### config.mk
export PLATFORM = sky130hd
export DESIGN_NAME = snitch_perf_sampler
export DESIGN_NICKNAME = d
export VERILOG_FILES = /design/src/rtl/snitch_perf_sampler.sv
export SDC_FILE = /design/constraint.sdc
export NUM_CORES = 2
export LEC_CHECK = 0
export CAP_MARGIN = 15
export CORE_MARGIN = 10
export CORE_UTILIZATION = 38
export CTS_CLUSTER_DIAMETER = 30
export DETAILED_ROUTE_END_ITERATION = 8
export HOLD_SLACK_MARGIN = 0.02
export REMOVE_ABC_BUFFERS = 1
export SLEW_MARGIN = 15
export SYNTH_ARGS = -nofsm -noshare
export SYNTH_HDL_FRONTEND = slang
export SYNTH_SLANG_ARGS = --single-unit
### constraint.sdc
create_clock -name clk_i -period 11 [get_ports clk_i]
set_clock_uncertainty 0.05 [all_clocks]
set_input_delay 3.3 -clock clk_i [delete_from_list [all_inputs] [get_ports clk_i]]
set_output_delay 3.3 -clock clk_i [all_outputs]
set_load 0.02 [all_outputs]
### src/rtl/snitch_perf_sampler.sv
// Performance-counter sampler: snapshots counters on a periodic or software trigger and streams masked
// entries through a sample FIFO. Define SNITCH_PERF_SAMPLER_TIMESTAMP_EN to attach a 48-bit round timestamp.
module snitch_perf_sampler #(
  parameter int unsigned NumCounters  = 16,
  parameter int unsigned CounterWidth = 48,
  parameter int unsigned FifoDepth    = 8
) (
  input  logic                                      clk_i,
  input  logic                                      rst_i,
  input  logic                                      enable_i,
  input  logic [31:0]                               interval_i,
  input  logic                                      trigger_i,
  input  logic [NumCounters-1:0]                    counter_mask_i,
  input  logic [NumCounters-1:0][CounterWidth-1:0]  counter_i,
  output logic                                      sample_valid_o,
  input  logic                                      sample_ready_i,
  output logic [((NumCounters > 1) ? $clog2(NumCounters) : 1)-1:0] sample_idx_o,
  output logic [CounterWidth-1:0]                   sample_data_o,
  output logic                                      sample_last_o,
  output logic [47:0]                               sample_ts_o,
  output logic                                      busy_o,
  output logic                                      overrun_o,
  input  logic                                      clear_overrun_i
);

  localparam int unsigned IdxW = (NumCounters > 1) ? $clog2(NumCounters) : 1;
  localparam int unsigned PtrW = (FifoDepth > 1) ? $clog2(FifoDepth) : 1;
  localparam logic [PtrW:0] FullCnt = (PtrW+1)'(FifoDepth);

  typedef enum logic [1:0] {
    S_IDLE,
    S_WAIT,
    S_SCAN
  } state_e;

  state_e                                 r_state;
  logic [31:0]                            r_timer;
  logic [NumCounters-1:0][CounterWidth-1:0] r_shadow;
  logic [NumCounters-1:0]                 r_pend;
  logic                                   r_overrun;

  logic [PtrW-1:0]                        r_wr_ptr;
  logic [PtrW-1:0]                        r_rd_ptr;
  logic [PtrW:0]                          r_count;
  logic [CounterWidth-1:0]                r_mem_data [FifoDepth];
  logic [IdxW-1:0]                        r_mem_idx  [FifoDepth];
  logic                                   r_mem_last [FifoDepth];

  logic                                   w_timer_on;
  logic                                   w_tc;
  logic                                   w_trig;
  logic                                   w_full;
  logic                                   w_pop;
  logic                                   w_push;
  logic [IdxW-1:0]                        w_sel_idx;
  logic [NumCounters-1:0]                 w_sel_oh;
  logic                                   w_sel_last;
  logic [CounterWidth-1:0]                w_sel_data;

  // Trigger qualification and FIFO handshake
  assign w_timer_on = (r_state != S_IDLE) && (interval_i != 32'd0);
  assign w_tc       = w_timer_on && (r_timer >= (interval_i - 32'd1));
  assign w_trig     = (trigger_i | w_tc) && (counter_mask_i != '0);
  assign w_full     = (r_count == FullCnt);
  assign w_pop      = sample_valid_o && sample_ready_i;
  assign w_push     = (r_state == S_SCAN) && enable_i && (!w_full || w_pop);

  // Lowest pending index is the next entry of the round
  always_comb begin
    w_sel_idx = '0;
    for (int i = int'(NumCounters) - 1; i >= 0; i--) begin
      if (r_pend[i]) w_sel_idx = IdxW'(i);
    end
  end

  assign w_sel_oh   = r_pend & (~r_pend + NumCounters'(1));
  assign w_sel_last = ((r_pend & ~w_sel_oh) == '0);
  assign w_sel_data = r_shadow[w_sel_idx];

  always_ff @(posedge clk_i) begin
    if (rst_i) begin
      r_state   <= S_IDLE;
      r_timer   <= 32'd0;
      r_shadow  <= '0;
      r_pend    <= '0;
      r_overrun <= 1'b0;
      r_wr_ptr  <= '0;
      r_rd_ptr  <= '0;
      r_count   <= '0;
    end else begin
      if ((r_state == S_SCAN) && w_trig) begin
        r_overrun <= 1'b1;
      end else if (clear_overrun_i) begin
        r_overrun <= 1'b0;
      end

      if (!enable_i || !w_timer_on || w_tc) begin
        r_timer <= 32'd0;
      end else begin
        r_timer <= r_timer + 32'd1;
      end

      case (r_state)
        S_IDLE: begin
          if (enable_i) r_state <= S_WAIT;
        end
        S_WAIT: begin
          if (!enable_i) begin
            r_state <= S_IDLE;
          end else if (w_trig) begin
            r_shadow <= counter_i;
            r_pend   <= counter_mask_i;
            r_state  <= S_SCAN;
          end
        end
        S_SCAN: begin
          if (!enable_i) begin
            r_state <= S_IDLE;
            r_pend  <= '0;
          end else if (w_push) begin
            r_pend <= r_pend & ~w_sel_oh;
            if (w_sel_last) r_state <= S_WAIT;
          end
        end
        default: r_state <= S_IDLE;
      endcase

      // Leaving for IDLE drops everything still queued
      if (!enable_i) begin
        r_wr_ptr <= '0;
        r_rd_ptr <= '0;
        r_count  <= '0;
      end else begin
        if (w_push) r_wr_ptr <= r_wr_ptr + PtrW'(1);
        if (w_pop)  r_rd_ptr <= r_rd_ptr + PtrW'(1);
        r_count <= r_count + (PtrW+1)'(w_push) - (PtrW+1)'(w_pop);
      end
    end
  end

  always_ff @(posedge clk_i) begin
    if (w_push) begin
      r_mem_data[r_wr_ptr] <= w_sel_data;
      r_mem_idx[r_wr_ptr]  <= w_sel_idx;
      r_mem_last[r_wr_ptr] <= w_sel_last;
    end
  end

  assign sample_valid_o = (r_count != '0);
  assign sample_idx_o   = sample_valid_o ? r_mem_idx[r_rd_ptr]  : '0;
  assign sample_data_o  = sample_valid_o ? r_mem_data[r_rd_ptr] : '0;
  assign sample_last_o  = sample_valid_o ? r_mem_last[r_rd_ptr] : 1'b0;
  assign busy_o         = (r_state == S_SCAN);
  assign overrun_o      = r_overrun;

`ifdef SNITCH_PERF_SAMPLER_TIMESTAMP_EN
  logic [47:0] r_ts;
  logic [47:0] r_ts_shadow;
  logic [47:0] r_mem_ts [FifoDepth];

  always_ff @(posedge clk_i) begin
    if (rst_i) begin
      r_ts        <= 48'd0;
      r_ts_shadow <= 48'd0;
    end else begin
      r_ts <= r_ts + 48'd1;
      if ((r_state == S_WAIT) && enable_i && w_trig) r_ts_shadow <= r_ts;
    end
  end

  always_ff @(posedge clk_i) begin
    if (w_push) r_mem_ts[r_wr_ptr] <= r_ts_shadow;
  end

  assign sample_ts_o = sample_valid_o ? r_mem_ts[r_rd_ptr] : 48'd0;
`else
  assign sample_ts_o = 48'd0;
`endif

endmodule

Word-level counts from Yosys, hierarchy flattened
Memory sizes are Yosys's and may differ from the RTL's. A register that Yosys moved wholly into a read port is not among the register bits.
Index checks and enable logic that the tools add are counted.

word-level totals
  flip-flop bits (word level) = 829
  bits in writable memories = 424
  input bits = 822
  memories kept = 3

memories
  memory      depth  bits a word  read ports  clocked after Yosys merged registers in  write ports  RTL line  source
  r_mem_data  8      48           1           1                                        1            45        logic [CounterWidth-1:0] r_mem_data [FifoDepth];
  r_mem_idx   8      4            1           1                                        1            46        logic [IdxW-1:0] r_mem_idx [FifoDepth];
  r_mem_last  8      1            1           1                                        1            47        logic r_mem_last [FifoDepth];

cells by class
  add/sub/neg operators = 7
  $lt $le $gt $ge = 2
  eq/ne operators = 9
  mux-type cells = 43
  bitwise operators = 6
  reduce and logical (&&, ||, !) cells = 26

operators with widths
  operator               number
  $bmux 48 s4            1
  $mux 48                2
  $mux 4                 17
  $mux 16                4
  $add 32x1->32 const B  1
  $and 16x16->16         2
  $ge 32x32->1           1
  $not 16->16            2
  $pmux 16 s2            1
  $reduce_bool 32->1     1
  $sub 32x1->32 const B  1
  $mux 3                 6
  $add 16x1->16 const B  1
  $logic_not 16->1       1
  $reduce_bool 16->1     1
  $mux 2                 6
  $reduce_and 4->1       2
  $logic_and 1x1->1      7
  $add 3x1->3 const B    2
  $ne 2x2->1 const B     3
  $ne 3x2->1 const B     2
  $pmux 2 s3             1
  $reduce_bool 2->1      3
  $lt 4x5->1 const B     1
  15 further kinds       24

Logic depth before layout (Yosys ltp)
  depth in word-level cells = 18
  gate-level depth with buffers = 18

Worst setup path after synthesis
OpenSTA, ideal clock, no wires.

  kind = input-to-reg
  start point = input enable_i
  end point = memory r_mem_data[0][0], enable pin
  library setup time = 0.595 ns
  data arrival time = 8.843 ns
  required time = 10.355 ns
  path slack = 1.512 ns
  cell stages on the path = 4
  path buffers = 1
  cell sequence = clkbuf_1 > and2_1 > nand2_1 > nor4_1

on the way
  word-level cells in the longest chain between the ends = 4

ends and longest elaborated chain
  item                            RTL line  source
  from (decl)                     10        input logic enable_i,
  $logic_and 1x1->1 (2 in a row)  66        assign w_push = (r_state == S_SCAN) && enable_i && (!w_full || w_pop);
  $mux 1                          142       if (w_push) begin
  $mux 1 (implied by the code)    143       r_mem_data[r_wr_ptr] <= w_sel_data;
  to (decl)                       45

Every way passes these cells.

Final worst setup path
  start point = input interval_i[16]
  end point = register r_shadow[157] in the netlist's numbering

on the way
  word-level cells in the longest chain between the ends = 6

ends and longest elaborated chain
  item                                                        RTL line  source
  from (decl)                                                 11        input logic [31:0] interval_i,
  $sub 32x1->32 / $reduce_bool 32->1 (equally long branches)  62, 61
  $ge 32x32->1 / $logic_and 1x1->1 (equally long branches)    62, 61
  $logic_and 1x1->1 *                                         62        assign w_tc = w_timer_on && (r_timer >= (interval_i - 32'd1));
  $or 1x1->1 *                                                63        assign w_trig = (trigger_i | w_tc) && (counter_mask_i != '0);
  $logic_and 1x1->1 *                                         63
  $reduce_and 3->1 (no source line) *                         -
  to (signal assigned)                                        111       r_shadow <= counter_i;
  to (decl)                                                   38        logic [NumCounters-1:0][CounterWidth-1:0] r_shadow;

Mark *: on every way between the ends. The rest lies on a longest branch, timed or not.
A chain may end at the register's enable or synchronous reset.

==> reports/metrics.cfg <==
[status]
status = finished clean

[logic_synthesis]
yosys_warnings = 0
synthCells = 5028
ys.flop_type = dfxtp_1
netlist_area_mm2 = 0.05811
post_synth.cell_area_avg_um2 = 11.56
synth_edf_count = 424
ys_seq_area_share_pct = 50.57
yosysUniqueCellTypes = 61
synthArstFlopShare_pct = 0
synth_seq_cells = 1256

[sta]
worst_pin_slew_ps = 1046
slew_headroom_pct = 30.26
period_share_pct = 72.22
setup_tns_ps = 0
setup_ws_ps = 3056
final-max-slew-violation-count = 0
finalCriticalPeriod_ps = 7944
rsz0062_at_grt = false
hold_viol = 0
setup_violations = 0
timing.fmax_ghz = 0.1259

[clocking]
cts.clk_slew.worst_paths_ps = 40
post_cts_buffers = 0
cts_root_buf = clkbuf_16
cts_tree = built
cts_inserted_buffers = 313
insertion_delay_ps = 870
ctsLongestPathBuffers = 4
numClockSinks = 1256
cts_htree_levels = 5
cts_resized = 0
postCtsHoldBufs = 0

[route]
routedWlPerCell_um = 22.16
viasPerCell = 5.038
drt_iter0_markers = 2622
vias = 41230
drtAntennaViolNets = 0
drc = 0
first_pass_iters = 5
drt_wl_total_um = 181300

[global_routing]
grt_max_degree = 160
first_global_vias = 44210
grt_pass1_wl_um = 272500
grt-ovfl-total = 0
grt_antenna_before_repair = 18
grt_usage_pct = 20.69

[die]
io_pins = 926
rows = 143
initial_core_util_pct = 38.25
die_x_um = 411.1
fp.dieH_um = 411.1
fp.dieArea_mm2 = 0.1690
core_mm2 = 0.1519

[worst_setup_path]
required_ps = 11680
startpoint = interval_i[16]
cp_top_family = compound AO/OA/AOI/OAI gates
critPathBufInv = 3
path_class = in -> reg
critPathCaptureType = register
path_max_fanout = 108
cp-start-kind = input pin
r2r_start = r_pend[0]$_SDFFE_PP0P_
crit_arrival_ps = 8630
worstPathCellList = clkdlybuf4s50_1 -> or4_1 -> nor4_1 -> nand4_1 -> nor2_1 -> nand2_1 -> xor2_1 -> ha_1 -> a21o_1 -> a21o_1 -> a221oi_1 -> o21ai_0 -> o21ai_4 -> buf_12 -> buf_12 -> nand2_1 -> a21oi_1
cp_slowest_cell = or4_1
critical-path-max-stage-delay_ps = 630

[cells_and_area]
syn_to_final_growth_pct = 34.09
final_cell_mix = 940 x nand2_1, 876 x clkdlybuf4s50_1, 829 x dfxtp_1, 700 x nand2_2, 700 x a21oi_2
stdcell_area_mm2 = 0.07792
final_common_cell = nand2_1
drive_gt1_share_pct = 37.36
fin_nets = 6788
n_fill_cell = 13320

[power]
p_leak_uw = 0.02527
power_per_cell_area_mw_per_mm2 = 210.7
vdd_ir_drop_max_mv = 0.1389

[placed_design]
gp_congestion = 0.8163
pre_cts_slack_ps = 2308
placed_cell_area_mm2 = 0.06736
port_buffers = 877
hpwl_um = 120700

[worst_hold_path]
hp-start = r_shadow[217]$_SDFFE_PP0P_
min_path_type = reg -> reg

[job]
drv_cap = 0

## layout make-up
class | count | area (µm²) | area share (%)
tap | 2030 | 2540 | 3.260
clock buffer | 395 | 8726 | 11.20
timing repair buffer | 957 | 9622 | 12.35
clock inverter | 141 | 1810 | 2.323
multi-input combinational | 3377 | 25730 | 33.02
sequential | 1256 | 29400 | 37.73
antenna | 9 | 22.52 | 0.02890
inverter | 19 | 72.57 | 0.09313
## synthesized netlist by cell type, types with 7 or more instances
cell type	count	share of area [%]
and3_1	10	0.11
nand2b_1	11	0.12
nand3_1	44	0.38
buf_4	49	0.63
mux4_2	298	12
nand2_1	941	6.1
ha_1	41	0.88
a21o_1	8	0.10
buf_2	96	0.83
a21oi_1	90	0.78
dfxtp_1	832	29
buf_6	7	0.14
edfxtp_1	424	22
inv_1	18	0.12
a31oi_1	13	0.14
nor2_1	139	0.90
buf_12	77	2.7
nor4_1	17	0.18
clkbuf_1	173	1.1
xnor2_1	29	0.44
xor2_1	37	0.56
o21ai_0	9	0.078
nand4_1	13	0.14
buf_1	19	0.12
a21oi_2	700	11
a22oi_1	97	1.3
mux2i_1	53	0.91
nor3_1	19	0.16
nand2_2	700	7.5
## per-layer routing
layer / track usage, % / wire length [µm] / up-vias / share of wire, %
met4: 6.735 / 4937 / 8 / 2.7
li1: - / - / 19390 / -
met2: 35.06 / 89230 / 1069 / 49
met1: 26.12 / 77730 / 20440 / 43
met5: 0 / 50 / - / 0.028
met3: 4.531 / 9399 / 320 / 5.2
## state kept, by name, indices dropped and copies added, names as in the netlist, named ones only
| name | count |
|---|---|
| r_mem_data | 384 |
| r_mem_last | 8 |
| r_shadow | 768 |
| r_pend | 16 |
| r_count | 4 |
| r_mem_idx | 32 |
| r_timer | 32 |
| r_rd_ptr | 3 |
| overrun_o | 1 |
| r_wr_ptr | 3 |
| r_state | 2 |
## metrics by stage
stage | utilization (%) | hold slack [ps] | std cells | total power (µW)
2_1_floorplan | - | 377.1 | 4652 | 6367
3_3_place_gp | 44.35 | 388.2 | 7639 | 7390
3_5_place_dp | 44.35 | 394.9 | 7639 | 7399
4_1_cts | 51.28 | 401.2 | 8175 | 16590
5_1_grt | 51.29 | 411.3 | 8183 | 16950
6_report | 51.30 | 399.2 | 8184 | 16420
## worst min-delay path, delay by kind of cell, from the launching register on
kind,cells,cell delay (ps)
compound gates,1,50
simple gates,1,50
flops,1,300
## path summary, 6_finish.rpt
| check | cells after the start | end | slack, ps |
|---|---|---|---|
| max | 17 | r_shadow[157]$_SDFFE_PP0P_ | 3060 |
| min | 2 | r_shadow[217]$_SDFFE_PP0P_ | 400 |
| max reg2reg | 7 | r_mem_data[4][30]$_DFFE_PP_ | 6520 |
| min reg2reg | 2 | r_shadow[217]$_SDFFE_PP0P_ | 400 |
## cells by family (layout without fill, tap and decap cells)
| kind of cell | Yosys count | count (layout) | share of synthesized area, % |
|---|---|---|---|
| AO/OA/AOI/OAI | 945 | 945 | 13.31 |
| XOR/XNOR | 66 | 66 | 0.9947 |
| adder cells (fa/ha/maj) | 46 | 46 | 0.9861 |
| buffers and inverters | 442 | 1512 | 5.645 |
| flip-flops | 1256 | 1256 | 50.57 |
| multiplexers | 351 | 351 | 12.46 |
| other | 1 | 57 | 0.006453 |
| AND/OR/NAND/NOR | 1921 | 1921 | 16.02 |
## where the power goes
group / internal [µW] / total (µW) / leakage [µW] / switching (µW)
sequential: 4940 / 5030 / 0.0103 / 85.9
combinational: 929 / 2260 / 0.00982 / 1330
clock: 6430 / 9130 / 0.00514 / 2700
total: 12300 / 16400 / 0.0253 / 4120
Note: power is estimated with default switching activity, not from simulation.
